[src/rtl/mul_seq_pkg.sv]
// Shared types and defaults for the multiplier job sequencer.
// Holds the FSM state encoding, the queued job payload and the default
// width, FIFO depth and WAIT timeout used by mul_job_sequencer.
package mul_seq_pkg;

  localparam int unsigned MUL_SEQ_W           = 16;
  localparam int unsigned MUL_SEQ_DEPTH       = 4;
  localparam int unsigned MUL_SEQ_TIMEOUT_CYC = 1024;

  typedef enum logic [2:0] {
    IDLE,
    START,
    LD_A,
    LD_B,
    WAIT,
    RESP
  } seq_state_t;

  typedef struct packed {
    logic [MUL_SEQ_W-1:0] a;
    logic [MUL_SEQ_W-1:0] b;
  } mul_job_t;

  // A zero operand makes the product trivially zero, so the multiplier is skipped.
  function automatic logic is_zero_job(input mul_job_t job);
    return (job.a == '0) || (job.b == '0);
  endfunction

endpackage

[src/rtl/mul_seq_fifo.sv]
// Job queue for the multiplier sequencer.
// DEPTH-entry synchronous FIFO of mul_job_t with show-ahead read data.
// Pointers carry an extra wrap bit so full and empty come straight from them.
// Ports:
//   clk, rst       clock, asynchronous active-high reset (pointers only)
//   wr_en, wr_data push a job (ignored while full)
//   full           no free entry
//   rd_en          pop the head entry (ignored while empty)
//   rd_data        current head entry
//   empty          no entry held
module mul_seq_fifo
  import mul_seq_pkg::*;
#(
  parameter int unsigned DEPTH = MUL_SEQ_DEPTH
) (
  input  logic     clk,
  input  logic     rst,
  input  logic     wr_en,
  input  mul_job_t wr_data,
  output logic     full,
  input  logic     rd_en,
  output mul_job_t rd_data,
  output logic     empty
);

  localparam int unsigned AW = $clog2(DEPTH);
  localparam int unsigned PW = AW + 1;

  logic [PW-1:0] wr_ptr;
  logic [PW-1:0] rd_ptr;
  mul_job_t      mem [DEPTH];

  logic do_wr;
  logic do_rd;

  assign full    = (wr_ptr[AW] != rd_ptr[AW]) && (wr_ptr[AW-1:0] == rd_ptr[AW-1:0]);
  assign empty   = (wr_ptr == rd_ptr);
  assign do_wr   = wr_en && !full;
  assign do_rd   = rd_en && !empty;
  assign rd_data = mem[rd_ptr[AW-1:0]];

  // Pointer update
  always_ff @(posedge clk or posedge rst) begin
    if (rst) begin
      wr_ptr <= '0;
      rd_ptr <= '0;
    end else begin
      if (do_wr) wr_ptr <= wr_ptr + PW'(1);
      if (do_rd) rd_ptr <= rd_ptr + PW'(1);
    end
  end

  // Storage; contents are don't-care until written
  always_ff @(posedge clk) begin
    if (do_wr) mem[wr_ptr[AW-1:0]] <= wr_data;
  end

endmodule

[src/rtl/mul_job_sequencer.sv]
// Upstream feeder for the 16-bit repeated-addition multiplier.
// Queues operand pairs, starts the multiplier, presents A then B on the
// shared operand bus, waits for done, returns the product and re-arms the
// multiplier with a one-cycle mul_clr pulse. Jobs with a zero operand are
// answered directly with 0 and never reach the multiplier.
// Optional feature macro: MUL_SEQ_TIMEOUT_EN -- bounds the WAIT state to
// TIMEOUT_CYC cycles and reports a timeout through res_err.
// Ports:
//   clk, rst                      clock, asynchronous active-high reset
//   job_valid/job_ready/job_a/b   operand pair input handshake
//   start, data_bus               multiplier start pulse and operand bus
//   done, prod                    multiplier completion level and product
//   mul_clr                       pulse returning the multiplier to idle
//   res_valid/res_ready           result handshake
//   res_data, res_err             product (mod 2^W) and timeout flag
module mul_job_sequencer
  import mul_seq_pkg::*;
#(
  parameter int unsigned W           = MUL_SEQ_W,
  parameter int unsigned DEPTH       = MUL_SEQ_DEPTH,
  parameter int unsigned TIMEOUT_CYC = MUL_SEQ_TIMEOUT_CYC
) (
  input  logic         clk,
  input  logic         rst,
  input  logic         job_valid,
  output logic         job_ready,
  input  logic [W-1:0] job_a,
  input  logic [W-1:0] job_b,
  output logic         start,
  output logic [W-1:0] data_bus,
  input  logic         done,
  input  logic [W-1:0] prod,
  output logic         mul_clr,
  output logic         res_valid,
  input  logic         res_ready,
  output logic [W-1:0] res_data,
  output logic         res_err
);

  if (TIMEOUT_CYC == 0) begin : g_bad_timeout
    $error("TIMEOUT_CYC must be nonzero");
  end

  seq_state_t   state_q;
  seq_state_t   state_d;
  mul_job_t     job_q;
  mul_job_t     job_d;
  mul_job_t     wr_job;
  mul_job_t     head;
  logic         fifo_full;
  logic         fifo_empty;
  logic         pop_c;
  logic         timeout_c;
  logic         start_d;
  logic         mul_clr_d;
  logic         res_valid_d;
  logic         res_err_d;
  logic [W-1:0] data_bus_d;
  logic [W-1:0] res_data_d;

  assign wr_job.a  = job_a;
  assign wr_job.b  = job_b;
  assign job_ready = !fifo_full;

  mul_seq_fifo #(
    .DEPTH (DEPTH)
  ) u_fifo (
    .clk     (clk),
    .rst     (rst),
    .wr_en   (job_valid),
    .wr_data (wr_job),
    .full    (fifo_full),
    .rd_en   (pop_c),
    .rd_data (head),
    .empty   (fifo_empty)
  );

`ifdef MUL_SEQ_TIMEOUT_EN
  localparam int unsigned TW = (TIMEOUT_CYC > 1) ? $clog2(TIMEOUT_CYC) : 1;

  logic [TW-1:0] timer;

  // WAIT-cycle counter; cleared in LD_B so the first WAIT cycle sees 0
  always_ff @(posedge clk or posedge rst) begin
    if (rst) begin
      timer <= '0;
    end else if (state_q == LD_B) begin
      timer <= '0;
    end else if (state_q == WAIT) begin
      timer <= timer + TW'(1);
    end
  end

  assign timeout_c = (timer == TW'(TIMEOUT_CYC - 1));
`else
  assign timeout_c = 1'b0;
`endif

  // Next state and next registered output values
  always_comb begin
    state_d     = state_q;
    job_d       = job_q;
    pop_c       = 1'b0;
    start_d     = 1'b0;
    mul_clr_d   = 1'b0;
    res_valid_d = 1'b0;
    data_bus_d  = '0;
    res_data_d  = res_data;
    res_err_d   = res_err;

    case (state_q)
      IDLE: begin
        if (!fifo_empty) begin
          pop_c = 1'b1;
          job_d = head;
          if (is_zero_job(head)) begin
            state_d     = RESP;
            res_valid_d = 1'b1;
            mul_clr_d   = 1'b1;
            res_data_d  = '0;
            res_err_d   = 1'b0;
          end else begin
            state_d    = START;
            start_d    = 1'b1;
            data_bus_d = head.a;
          end
        end
      end
      START: begin
        state_d    = LD_A;
        data_bus_d = job_q.a;
      end
      LD_A: begin
        state_d    = LD_B;
        data_bus_d = job_q.b;
      end
      LD_B: begin
        state_d    = WAIT;
        data_bus_d = job_q.b;
      end
      WAIT: begin
        data_bus_d = job_q.b;
        // done takes priority over a timeout landing in the same cycle
        if (done) begin
          state_d     = RESP;
          res_valid_d = 1'b1;
          mul_clr_d   = 1'b1;
          res_data_d  = prod;
          res_err_d   = 1'b0;
        end else if (timeout_c) begin
          state_d     = RESP;
          res_valid_d = 1'b1;
          mul_clr_d   = 1'b1;
          res_data_d  = '0;
          res_err_d   = 1'b1;
        end
      end
      RESP: begin
        if (res_ready) begin
          state_d = IDLE;
        end else begin
          res_valid_d = 1'b1;
        end
      end
      default: begin
        state_d = IDLE;
      end
    endcase
  end

  // State and output registers
  always_ff @(posedge clk or posedge rst) begin
    if (rst) begin
      state_q   <= IDLE;
      job_q     <= '0;
      start     <= 1'b0;
      data_bus  <= '0;
      mul_clr   <= 1'b0;
      res_valid <= 1'b0;
      res_data  <= '0;
      res_err   <= 1'b0;
    end else begin
      state_q   <= state_d;
      job_q     <= job_d;
      start     <= start_d;
      data_bus  <= data_bus_d;
      mul_clr   <= mul_clr_d;
      res_valid <= res_valid_d;
      res_data  <= res_data_d;
      res_err   <= res_err_d;
    end
  end

endmodule

[config.mk]
export PLATFORM = sky130hd
export DESIGN_NAME = mul_job_sequencer
export DESIGN_NICKNAME = d
export VERILOG_FILES = /design/src/rtl/mul_seq_pkg.sv /design/src/rtl/mul_seq_fifo.sv /design/src/rtl/mul_job_sequencer.sv
export SDC_FILE = /design/constraint.sdc
export NUM_CORES = 1
export LEC_CHECK = 0
export BUFFER_PORTS_ARGS = -buffer_cell sky130_fd_sc_hd__buf_2
export CORE_ASPECT_RATIO = 0.9
export CORE_MARGIN = 2
export CORE_UTILIZATION = 50
export CTS_BUF_LIST = sky130_fd_sc_hd__clkbuf_8 sky130_fd_sc_hd__clkbuf_16
export DETAILED_ROUTE_END_ITERATION = 16
export GPL_ROUTABILITY_DRIVEN = 0
export PLACE_DENSITY = 0.72
export SETUP_SLACK_MARGIN = 0.3
export SYNTH_ARGS = -nofsm -noshare
export SYNTH_HDL_FRONTEND = slang
export SYNTH_SLANG_ARGS = --single-unit
[constraint.sdc]
create_clock -name clk -period 2.7 [get_ports clk]
set_input_delay 0.54 -clock clk [delete_from_list [all_inputs] [get_ports clk]]
set_output_delay 0.54 -clock clk [all_outputs]
set_load 0.01 [all_outputs]
==> results.txt <==
Of the cells placed in the final design, the portion with a size suffix greater than 1 is 30.6%. The total clock buffers created by CTS was 21. The mean post-synth cell area is 15.8 µm². Headroom to the max-slew limit came out at 22.3%. The slowest stage of the critical path is the mux4_2 cell. The measured slew at the worst slew-check pin was 1.16 ns. The total of fill cells in the finished design is 1158. After synthesis, the share of flip-flops with an asynchronous set or reset is 37.3%.

Final hold analysis gives a worst-case slack of 0.170 ns. During synthesis, Yosys emitted a total of 0 warnings. After detailed routing, the number of remaining DRC violations is 0.

The number of max-slew violations in the final report is 0, and the clock-pin slew of the registers on the worst-case setup and hold paths is 0.06 ns. Counting flops with a built-in enable in the synthesized netlist gives 128. Traced cell by cell, the critical path runs through buf_12 -> buf_8 -> mux4_2 -> nor4_4 -> nand4_1 -> buf_6 -> a31o_4 -> a22o_1. The number of antenna diodes in the final layout is 0. Setup violations remaining at the end of the flow were counted as 0.

The core footprint is 0.0155 mm², and the initial detailed-routing violation count is 530. The net count of the mapped netlist is 564. Sequential elements use 71.9% of the synthesized area.

edfxtp_1 takes more of the synthesized area than any other cell. The total number of vias was 4786; the number of buffer and inverter instances along the worst setup path was 3. After layout, the design draws a total of 11.4 mW. The tools report the number of nets in the layout as 680. The fraction of synthesized cell area taken by the top area cell type was 48.1%; the clock sink count was 204. The worst setup path is launched from a flip-flop.

The length of the first detailed-routing pass in iterations was 6; the top-level port count was 90. After detailed routing, the average wire length per cell comes to 20.3 µm. TritonCTS built the clock tree. The run gives 0.00955 mm² as the post-route standard cell area excluding fillers. The floorplan row count is 43, and the number of flip-flops and latches in the synthesized netlist is 204. Setup repair after global routing could not meet its margin everywhere. Most instantiated library cell after synthesis: edfxtp_1. By count the netlist is led by 128 x edfxtp_1, 104 x nand2_1, 76 x dfrtp_1. On the critical path the largest part of the delay comes from multiplexers. Once the floorplan was initialized, standard cells occupied 51.4% of the core.

In this run the worst path has a maximum fanout of 8. Entering global routing, the biggest net connects 41 pins. The post-synthesis instance area is 0.00799 mm², and the largest incremental delay on the critical path is 0.55 ns.

Across every metal layer, demand over resource in global routing totals 20.7%. The run gives 0 as the final hold violation count. The first global-routing pass estimated 26200 µm of wire.

Once detail routing completed, the nets flagged for antenna violations numbered 0. Summed over all cells, the static leakage comes to 3.91 nW. At the worst endpoint, the arrival time is 2.84 ns. The number of cells in the design after placement was 781; the maximum resistive drop on vdd was 630 µV. Minimum period implied by the final worst setup slack: 2.47 ns. The total congestion overflow after global routing came out at 0. The tools report the kind of end point of the critical path as a flip-flop. Ranked by total cell area, the synthesized netlist is headed by edfxtp_1 48%, dfrtp_1 24%, mux4_1 6.2%. The filler-free cell count of the finished design came out at 839. The critical path is of the flip-flop to flip-flop type.

On the final layout, the worst clock skew is 0.0118 ns. The width of the chip is 137 µm, and the count of buffers from port buffering is 88. The logs give 0.00867 mm² for the instance area at placement and 0.50 ns for the clock latency on the worst-skew pair.

In this run the vertical extent of the chip is 124 µm. The areal power density over the cells was 1200 mW/mm²; the detailed placement HPWL was 10700 µm. In this run the clock root is driven by a clkbuf_16. Worst-case clock buffer depth: 3. The run finished with clean final reports. In the synthesized netlist the dominant register cell turns out to be edfxtp_1. In this run the worst hold path is classified as input port to async pin.

The tools report the H-tree depth reported by CTS as 1. Max-cap violations in this run came to 0. The number of instances in the synthesized netlist is 506. The number of distinct library cells after synthesis is 38, and the achievable frequency is 406 MHz.

The run gives 17000 µm as the final wirelength. For this design, the CTS-stage hold fixing added 0 buffers. Compared with the post-synthesis result, the final layout area differs by 19.4%.

The ratio of final minimum period to clock period is 91.3%. At the worst endpoint, the required time is 3.08 ns. The detailed-route vias per instance is 5.70. The logs give 0 for the initial antenna violation count and 4718 for the via count of the first global-routing pass. The die covers 0.0170 mm².
==> final cells by class <==
type | count | area, µm² | area share [%]
clock inverters | 17 | 83.8 | 0.878
inverters | 4 | 18.8 | 0.197
repair buffers | 121 | 812 | 8.51
flip-flops and latches | 204 | 5750 | 60.2
well taps | 202 | 253 | 2.65
clock buffers | 21 | 526 | 5.51
multi-input cells | 270 | 2110 | 22.1
==> per-layer routing <==
layer / GRT usage [%] / vias up / share of wire [%]
li1: - / 2124 / -
met4: 5.93 / 0 / 2.0
met2: 33.0 / 249 / 47
met5: 0 / - / 0
met1: 29.6 / 2388 / 42
met3: 3.87 / 25 / 9.1
==> power breakdown <==
group          internal (mW)  switching, mW  leakage [nW]
Sequential              4.37          0.519          2.12
Clock                   1.42           1.13         0.325
Combinational           1.72           2.29          1.46
Total                   7.50           3.93          3.91
==> metrics by stage <==
step	TNS, ns	util [%]	worst slack, ns
4_1_cts	0	60.8	0.285
2_1_floorplan	0	-	0.341
6_report	0	61.4	0.234
5_1_grt	0	61.4	0.195
3_3_place_gp	0	55.7	0.0747
3_5_place_dp	-1.34	55.7	-0.0964
==> worst paths after layout <==
kind	cells after the start	to	slack, ns	startpoint
hold / removal	3	res_data[15]	0.17	rst
min in group clk	1	u_fifo.mem[0][31]	0.25	job_a[15]
max in group asynchronous	3	u_fifo.rd_ptr[0]	2.06	rst
hold reg to reg	2	job_q[16]	0.48	job_q[16]
setup / recovery	8	res_data[9]	0.23	u_fifo.rd_ptr[0]
setup reg to reg	8	res_data[9]	0.23	u_fifo.rd_ptr[0]
==> logic make-up (layout without fill, tap and decap cells) <==
group           count (synthesis)  after routing  share of synthesized area [%]
xor+xnor                        8              8                          0.877
buf+inv                        34            163                           2.61
compound gates                 73             75                           6.07
flops                         204            204                           71.9
fa+ha+maj                       5              5                          0.783
simple gates                  149            149                           7.83
other cells                     1              1                         0.0469
mux                            32             32                           9.91
==> cell usage in the layout (no fill, tap or decap), drive strengths merged <==
master    netlist  routed
edfxtp        128     128
nand2b          2       2
xnor2           6       6
clkinv          0      12
a22o           16      16
o21ai          18      18
a21oi          17      17
o211ai          1       1
clkinvlp        0       1
a21bo           1       1
dfrtp          76      76
and3            4       4
nand3           1       1
and2            2       2
nand4           2       2
nor2b           3       3
a31o            2       4
nor3            2       2
clkbuf         15      23
buf            14     119
a21o            1       1
ha              5       5
nand2         104     104
nand3b          1       1
inv             4       8
conb            1       1
xor2            2       2
nor4            8       8
mux4           32      32
a22oi          16      16
nor2           20      20
o31ai           1       1
==> worst register-to-register path, cell delays in order, from the launching register on <==
cell and delay (ns):
dfrtp_2 0.39, buf_12 0.13, buf_8 0.13, mux4_2 0.55, nor4_4 0.33, nand4_1 0.17
buf_6 0.18, a31o_4 0.27, a22o_1 0.19
==> registers in the layout, summed over array words and instances (netlist names) <==
name / flops
u_fifo.mem: 128
mul_clr: 1
res_data: 16
u_fifo.rd_ptr: 3
res_valid: 1
job_q: 32
u_fifo.wr_ptr: 3
state_q: 3
start: 1
data_bus: 16
==> what timing repair did <==
action                     CTS  global route
resized for setup           29            15
setup endpoints to repair   37            36
setup buffers               14             2
pin swaps                    8             8
cloned                       2             2
No activity file was read; power rests on OpenSTA's default activity.
